===== src/rtl/inst_sram_axi_bridge_pkg.sv =====
// Shared constants for the instruction SRAM-to-AXI read bridge:
// AXI burst/size codes and the AR channel FSM encodings.
package inst_sram_axi_bridge_pkg;

   localparam logic [1:0] AXI_BURST_INCR = 2'b01;

   localparam logic [2:0] AXI_SIZE_1B = 3'd0;
   localparam logic [2:0] AXI_SIZE_2B = 3'd1;
   localparam logic [2:0] AXI_SIZE_4B = 3'd2;

   localparam logic [7:0] AXI_LEN_SINGLE = 8'd0;

   localparam logic [0:0] AR_IDLE = 1'b0;
   localparam logic [0:0] AR_SEND = 1'b1;

endpackage


===== src/rtl/inst_sram_axi_bridge.sv =====
// Bridges the IF stage's SRAM-like inst_sram read port onto single-beat
// AXI4 AR/R transactions, tracking accepted requests so replies stay in order.
module inst_sram_axi_bridge
   import inst_sram_axi_bridge_pkg::*;
#(
   parameter int         MAX_OUTST = 2,
   parameter logic [3:0] AXI_ID    = 4'd0
) (
   input  logic        clk,
   input  logic        reset,

   input  logic        inst_sram_req,
   input  logic        inst_sram_wr,
   input  logic [1:0]  inst_sram_size,
   input  logic [3:0]  inst_sram_wstrb,
   input  logic [31:0] inst_sram_addr,
   input  logic [31:0] inst_sram_wdata,
   output logic        inst_sram_addr_ok,
   output logic        inst_sram_data_ok,
   output logic [31:0] inst_sram_rdata,

   output logic [3:0]  arid,
   output logic [31:0] araddr,
   output logic [7:0]  arlen,
   output logic [2:0]  arsize,
   output logic [1:0]  arburst,
   output logic [1:0]  arlock,
   output logic [3:0]  arcache,
   output logic [2:0]  arprot,
   output logic        arvalid,
   input  logic        arready,

   input  logic [3:0]  rid,
   input  logic [31:0] rdata,
   input  logic [1:0]  rresp,
   input  logic        rlast,
   input  logic        rvalid,
   output logic        rready
);

   localparam int             CW      = $clog2(MAX_OUTST + 1);
   localparam logic [CW-1:0]  CNT_MAX = CW'(MAX_OUTST);
   localparam logic [CW-1:0]  CNT_ONE = CW'(1);

   logic [0:0]    state;
   logic [CW-1:0] outst_cnt;
   logic [31:0]   araddr_q;
   logic [2:0]    arsize_q;

   // Write-side inputs, ID and response code are intentionally unused:
   // the port is read-only and a single ID keeps responses in order.
   logic unused_inputs;
   assign unused_inputs = ^{inst_sram_wr, inst_sram_wstrb, inst_sram_wdata,
                            rid, rresp, rlast};

   assign inst_sram_addr_ok = (state == AR_IDLE) && inst_sram_req &&
                              (outst_cnt < CNT_MAX);
   assign inst_sram_data_ok = rvalid;
   assign inst_sram_rdata   = rdata;

   assign arid    = AXI_ID;
   assign araddr  = araddr_q;
   assign arlen   = AXI_LEN_SINGLE;
   assign arsize  = arsize_q;
   assign arburst = AXI_BURST_INCR;
   assign arlock  = 2'b00;
   assign arcache = 4'b0000;
   assign arprot  = 3'b000;
   assign arvalid = (state == AR_SEND);
   assign rready  = 1'b1;

   // AR FSM: capture the request on addr_ok, then hold it until arready.
   always_ff @(posedge clk) begin
      if (reset) begin
         state    <= AR_IDLE;
         araddr_q <= '0;
         arsize_q <= '0;
      end else begin
         unique case (state)
            AR_IDLE: begin
               if (inst_sram_addr_ok) begin
                  state    <= AR_SEND;
                  araddr_q <= inst_sram_addr;
                  arsize_q <= {1'b0, inst_sram_size};
               end
            end
            AR_SEND: begin
               if (arready) begin
                  state <= AR_IDLE;
               end
            end
         endcase
      end
   end

   // Outstanding counter: accepted requests not yet answered on R.
   always_ff @(posedge clk) begin
      if (reset) begin
         outst_cnt <= '0;
      end else begin
         unique case ({inst_sram_addr_ok, inst_sram_data_ok})
            2'b10:   outst_cnt <= outst_cnt + CNT_ONE;
            2'b01:   outst_cnt <= outst_cnt - CNT_ONE;
            default: outst_cnt <= outst_cnt;
         endcase
      end
   end

endmodule


===== config.mk =====
export PLATFORM = sky130hd
export DESIGN_NAME = inst_sram_axi_bridge
export DESIGN_NICKNAME = d
export VERILOG_FILES = /design/src/rtl/inst_sram_axi_bridge_pkg.sv /design/src/rtl/inst_sram_axi_bridge.sv
export SDC_FILE = /design/constraint.sdc
export NUM_CORES = 1
export LEC_CHECK = 0
export ABC_AREA = 0
export ABC_CLOCK_PERIOD_IN_PS = 2240
export CAP_MARGIN = 5
export CORE_MARGIN = 2
export CORE_UTILIZATION = 29
export DETAILED_ROUTE_END_ITERATION = 6
export PLACE_DENSITY = 0.83
export SLEW_MARGIN = 15
export SYNTH_ARGS = -nofsm -noshare
export SYNTH_HDL_FRONTEND = slang
export SYNTH_SLANG_ARGS = --single-unit

===== constraint.sdc =====
create_clock -name clk -period 2.24 [get_ports clk]
set_clock_uncertainty 0.05 [all_clocks]
set_input_delay 0.56 -clock clk [delete_from_list [all_inputs] [get_ports clk]]
set_output_delay 0.56 -clock clk [all_outputs]
set_load 0.01 [all_outputs]

==> results list <==
- Width of the die: a little over 80 µm
* Vias per cell: between 4 and 5
* Clock Path Buffers: 2
- Number of non-filler instances in the completed layout: between 300 and 400
- Worst-case hold slack: between 0.4 and 0.5 ns
- Category of the worst setup path launch point: primary input
* Area of the mapped netlist: 0.00181 mm²
* Number of antenna violations at the first check in global routing: 0
- Sequential element share of the synthesized area: 0.409
* Area of the die: between 0.006 and 0.007 mm²
- Leading post-synthesis cells by cell area: sky130_fd_sc_hd__dfxtp_1 (41%), sky130_fd_sc_hd__buf_4 (24%), sky130_fd_sc_hd__mux2i_1 (19%)
* Total via count after detailed routing: roughly 1200
- Fill cell instance count of the final layout: 600
* Number of DRC markers after the initial detailed-route iteration: 18
* Clock period minus worst slack: 2.05 ns
- GPL Wtd Cong: approximately 0.68
- WP data arrival: about 1.4 ns
- Post-CTS setup buffer count: 0
- Start of the worst register-to-register path: outst_cnt[1]
- The via count of the first global-routing pass came to 1268.
* Kind of capture point of the worst setup path: output pin
- # hold bufs at CTS: 0
* DP Cell Count: a little under 300
* Worst Reg-to-Reg Cells: 6
* IO buf count: 75
* Clock transition time at the flip-flop clock pins of the worst setup and hold paths: about 0.070 ns
- Max frequency: approximately 500 MHz
* Unrepaired setup endpoints after global routing: no
* Count of final hold-check violations: 0
- Root Buffer Master: sky130_fd_sc_hd__clkbuf_8
- Max-cap violation count: 0
- Least-Margin Pin Slew: just under 0.6 ns
- In this run the most critical hold path is launched from araddr[12].
- The run finished with clean final reports.
- Across every metal layer, demand over resource in global routing totals 0.105.
- CTS H-Tree Depth: 2
* Maximum number of pins on one net before global-route repair: 38
* Fraction of final layout cells sized beyond drive strength 1: 0.0573
- The pre-antenna-repair detailed-routing pass consisted of 2 iterations.
- Worst setup path startpoint: inst_sram_req
* Final critical-path share of the clock period: 0.913
* GRT overflow: 0
- Buffers inserted during clock tree synthesis total 5.
- The first global-routing pass estimated just under 6000 µm of wire.
* Top-area cell type share of the netlist area: 0.409
* Syn_area_per_cell: about 9.8 µm²
- Layout overhead on the synthesized area: 29.0%
- R2R Setup Slk: about 0.66 ns
* CTS tree: built
- Io pins: 209
- Number of unique standard cell types used by synthesis: 18
* Instance count along the most critical hold path: 2
- Cell type with the largest total area after synthesis: sky130_fd_sc_hd__dfxtp_1
- Residual DRC count: 0
- Core region area: around 0.006 mm²
* Die Y-Extent: between 80 and 90 µm
- In this run the worst path has a maximum fanout of 2.
* Required arrival time at the worst endpoint: roughly 1.6 ns
- After floorplanning, the core was divided into 28 placement rows.
* VDD IR max: approximately 0.34 mV
- Counting every instance in the synthesized netlist gives around 180.
* Half-perimeter wire length after detailed placement: about 2500 µm
* Leak: 0.981 nW
- In the final routed layout, each cell accounts on average for ~11 µm.
- Number of clock sinks: 37
* Critical setup path kind: primary input to output pin
- For this configuration, the core starts out at a cell density of 0.302.
- PwrDens: approximately 740 mW/mm²
- Detailed Route WL: 3460 µm
- Layout net count: approximately 340
- # setup viols final: 0
- Count of warnings emitted by yosys: 0
- Clock latency on the worst-skew pair: about 0.28 ns
- Post-detailed-placement cell area: 0.00226 mm²
* Flop and latch count out of synthesis: 37
- Number of antenna diodes: 0
- Relative slew slack: 0.611
- The count of nets left with antenna violations once routing finished came out at 0.
* Worst min path class: flip-flop to flip-flop
- The number of max-slew violations in the final report is 0.
- With fillers left out, the area of the finished cells amounts to ~0.0023 mm².
[cells in the final DEF, fill, tap and decap left out, types with 2 or more instances in the layout]
| master | count |
|---|---|
| sky130_fd_sc_hd__dfxtp_1 | 37 |
| sky130_fd_sc_hd__a21oi_1 | 2 |
| sky130_fd_sc_hd__clkdlybuf4s50_1 | 73 |
| sky130_fd_sc_hd__buf_4 | 4 |
| sky130_fd_sc_hd__nor2_1 | 35 |
| sky130_fd_sc_hd__mux2i_1 | 34 |
| sky130_fd_sc_hd__clkbuf_8 | 5 |
| sky130_fd_sc_hd__conb_1 | 25 |
[worst paths after layout]
check,end
setup / recovery,inst_sram_addr_ok
hold reg to reg,araddr[12]
setup reg to reg,araddr[14]
hold / removal,araddr[12]
[cell type report]
type | count | area, µm² | area share
clock buffers | 5 | 68.8 | 0.0295
clock inverters | 1 | 5.00 | 0.00214
inverters | 1 | 8.76 | 0.00375
multi-input cells | 104 | 636 | 0.272
flip-flops and latches | 37 | 741 | 0.317
well taps | 75 | 93.8 | 0.0402
repair buffers | 79 | 782 | 0.335
[power by group]
| part | total, W | switching, W | leakage, nW | internal (W) |
|---|---|---|---|---|
| clock network | 0.000419 | 0.000215 | 0.0399 | 0.000204 |
| registers | 0.000780 | 0.0000417 | 0.304 | 0.000738 |
| logic | 0.000531 | 0.000229 | 0.637 | 0.000302 |
| total | 0.00173 | 0.000485 | 0.981 | 0.00124 |
[stage by stage]
step                utilization  setup TNS, ns  total power, W  worst slack [ns]
finish                    0.390              0         0.00173             0.194
global route              0.390              0         0.00185             0.157
CTS                       0.389              0         0.00177           0.00956
detailed placement        0.377        -0.0802         0.00134           -0.0802
global placement          0.377        -0.0818         0.00132           -0.0818
floorplan                     -              0         0.00120             0.698
[worst max-delay path: stages]
cell                              delay (ns)
sky130_fd_sc_hd__clkdlybuf4s50_1        0.48
sky130_fd_sc_hd__nand2_2                0.08
sky130_fd_sc_hd__inv_6                  0.05
sky130_fd_sc_hd__dlygate4sd2_1          0.26
[metal layers]
layer | global-route usage | part of all wire | up-vias
met4 | 0.0700 | 0.027 | 0
met2 | 0.171 | 0.50 | 61
met3 | 0.0457 | 0.096 | 10
met5 | 0 | 0 | -
met1 | 0.111 | 0.38 | 564
li1 | - | - | 587
[synth_stat cells, drive strengths merged]
cell,number
mux2i,34
inv,1
nand2b,1
xor2,1
dfxtp,37
o21ai,1
or3,1
clkbuf,3
xnor2,1
nand2,1
nor2,36
conb,2
ha,1
buf,62
a21oi,2
[state kept, by name (all words and copies together) (netlist names)]
| signal | flops |
|---|---|
| arsize | 2 |
| arvalid | 1 |
| araddr | 32 |
| outst_cnt | 2 |
[logic make-up (layout without fill, tap and decap cells)]
| kind of cell | after synthesis | in the layout | share of synthesized area |
|---|---|---|---|
| XOR/XNOR | 2 | 2 | 0.00968 |
| AO/OA/AOI/OAI | 3 | 3 | 0.00829 |
| AND/OR/NAND/NOR | 39 | 39 | 0.0864 |
| adder cells (fa/ha/maj) | 1 | 1 | 0.00691 |
| other | 2 | 25 | 0.00415 |
| flip-flops | 37 | 37 | 0.409 |
| multiplexers | 34 | 34 | 0.188 |
| buffers and inverters | 66 | 86 | 0.287 |
[what timing repair did]
item / 4_1_cts / 5_1_grt
pin swaps: 0 / 0
endpoints found under the setup margin: 1 / 1
gates resized for setup: 1 / 1
gates cloned: 0 / 0
hold endpoints to repair: 0 / 0
No activity file was read; power rests on OpenSTA's default activity.
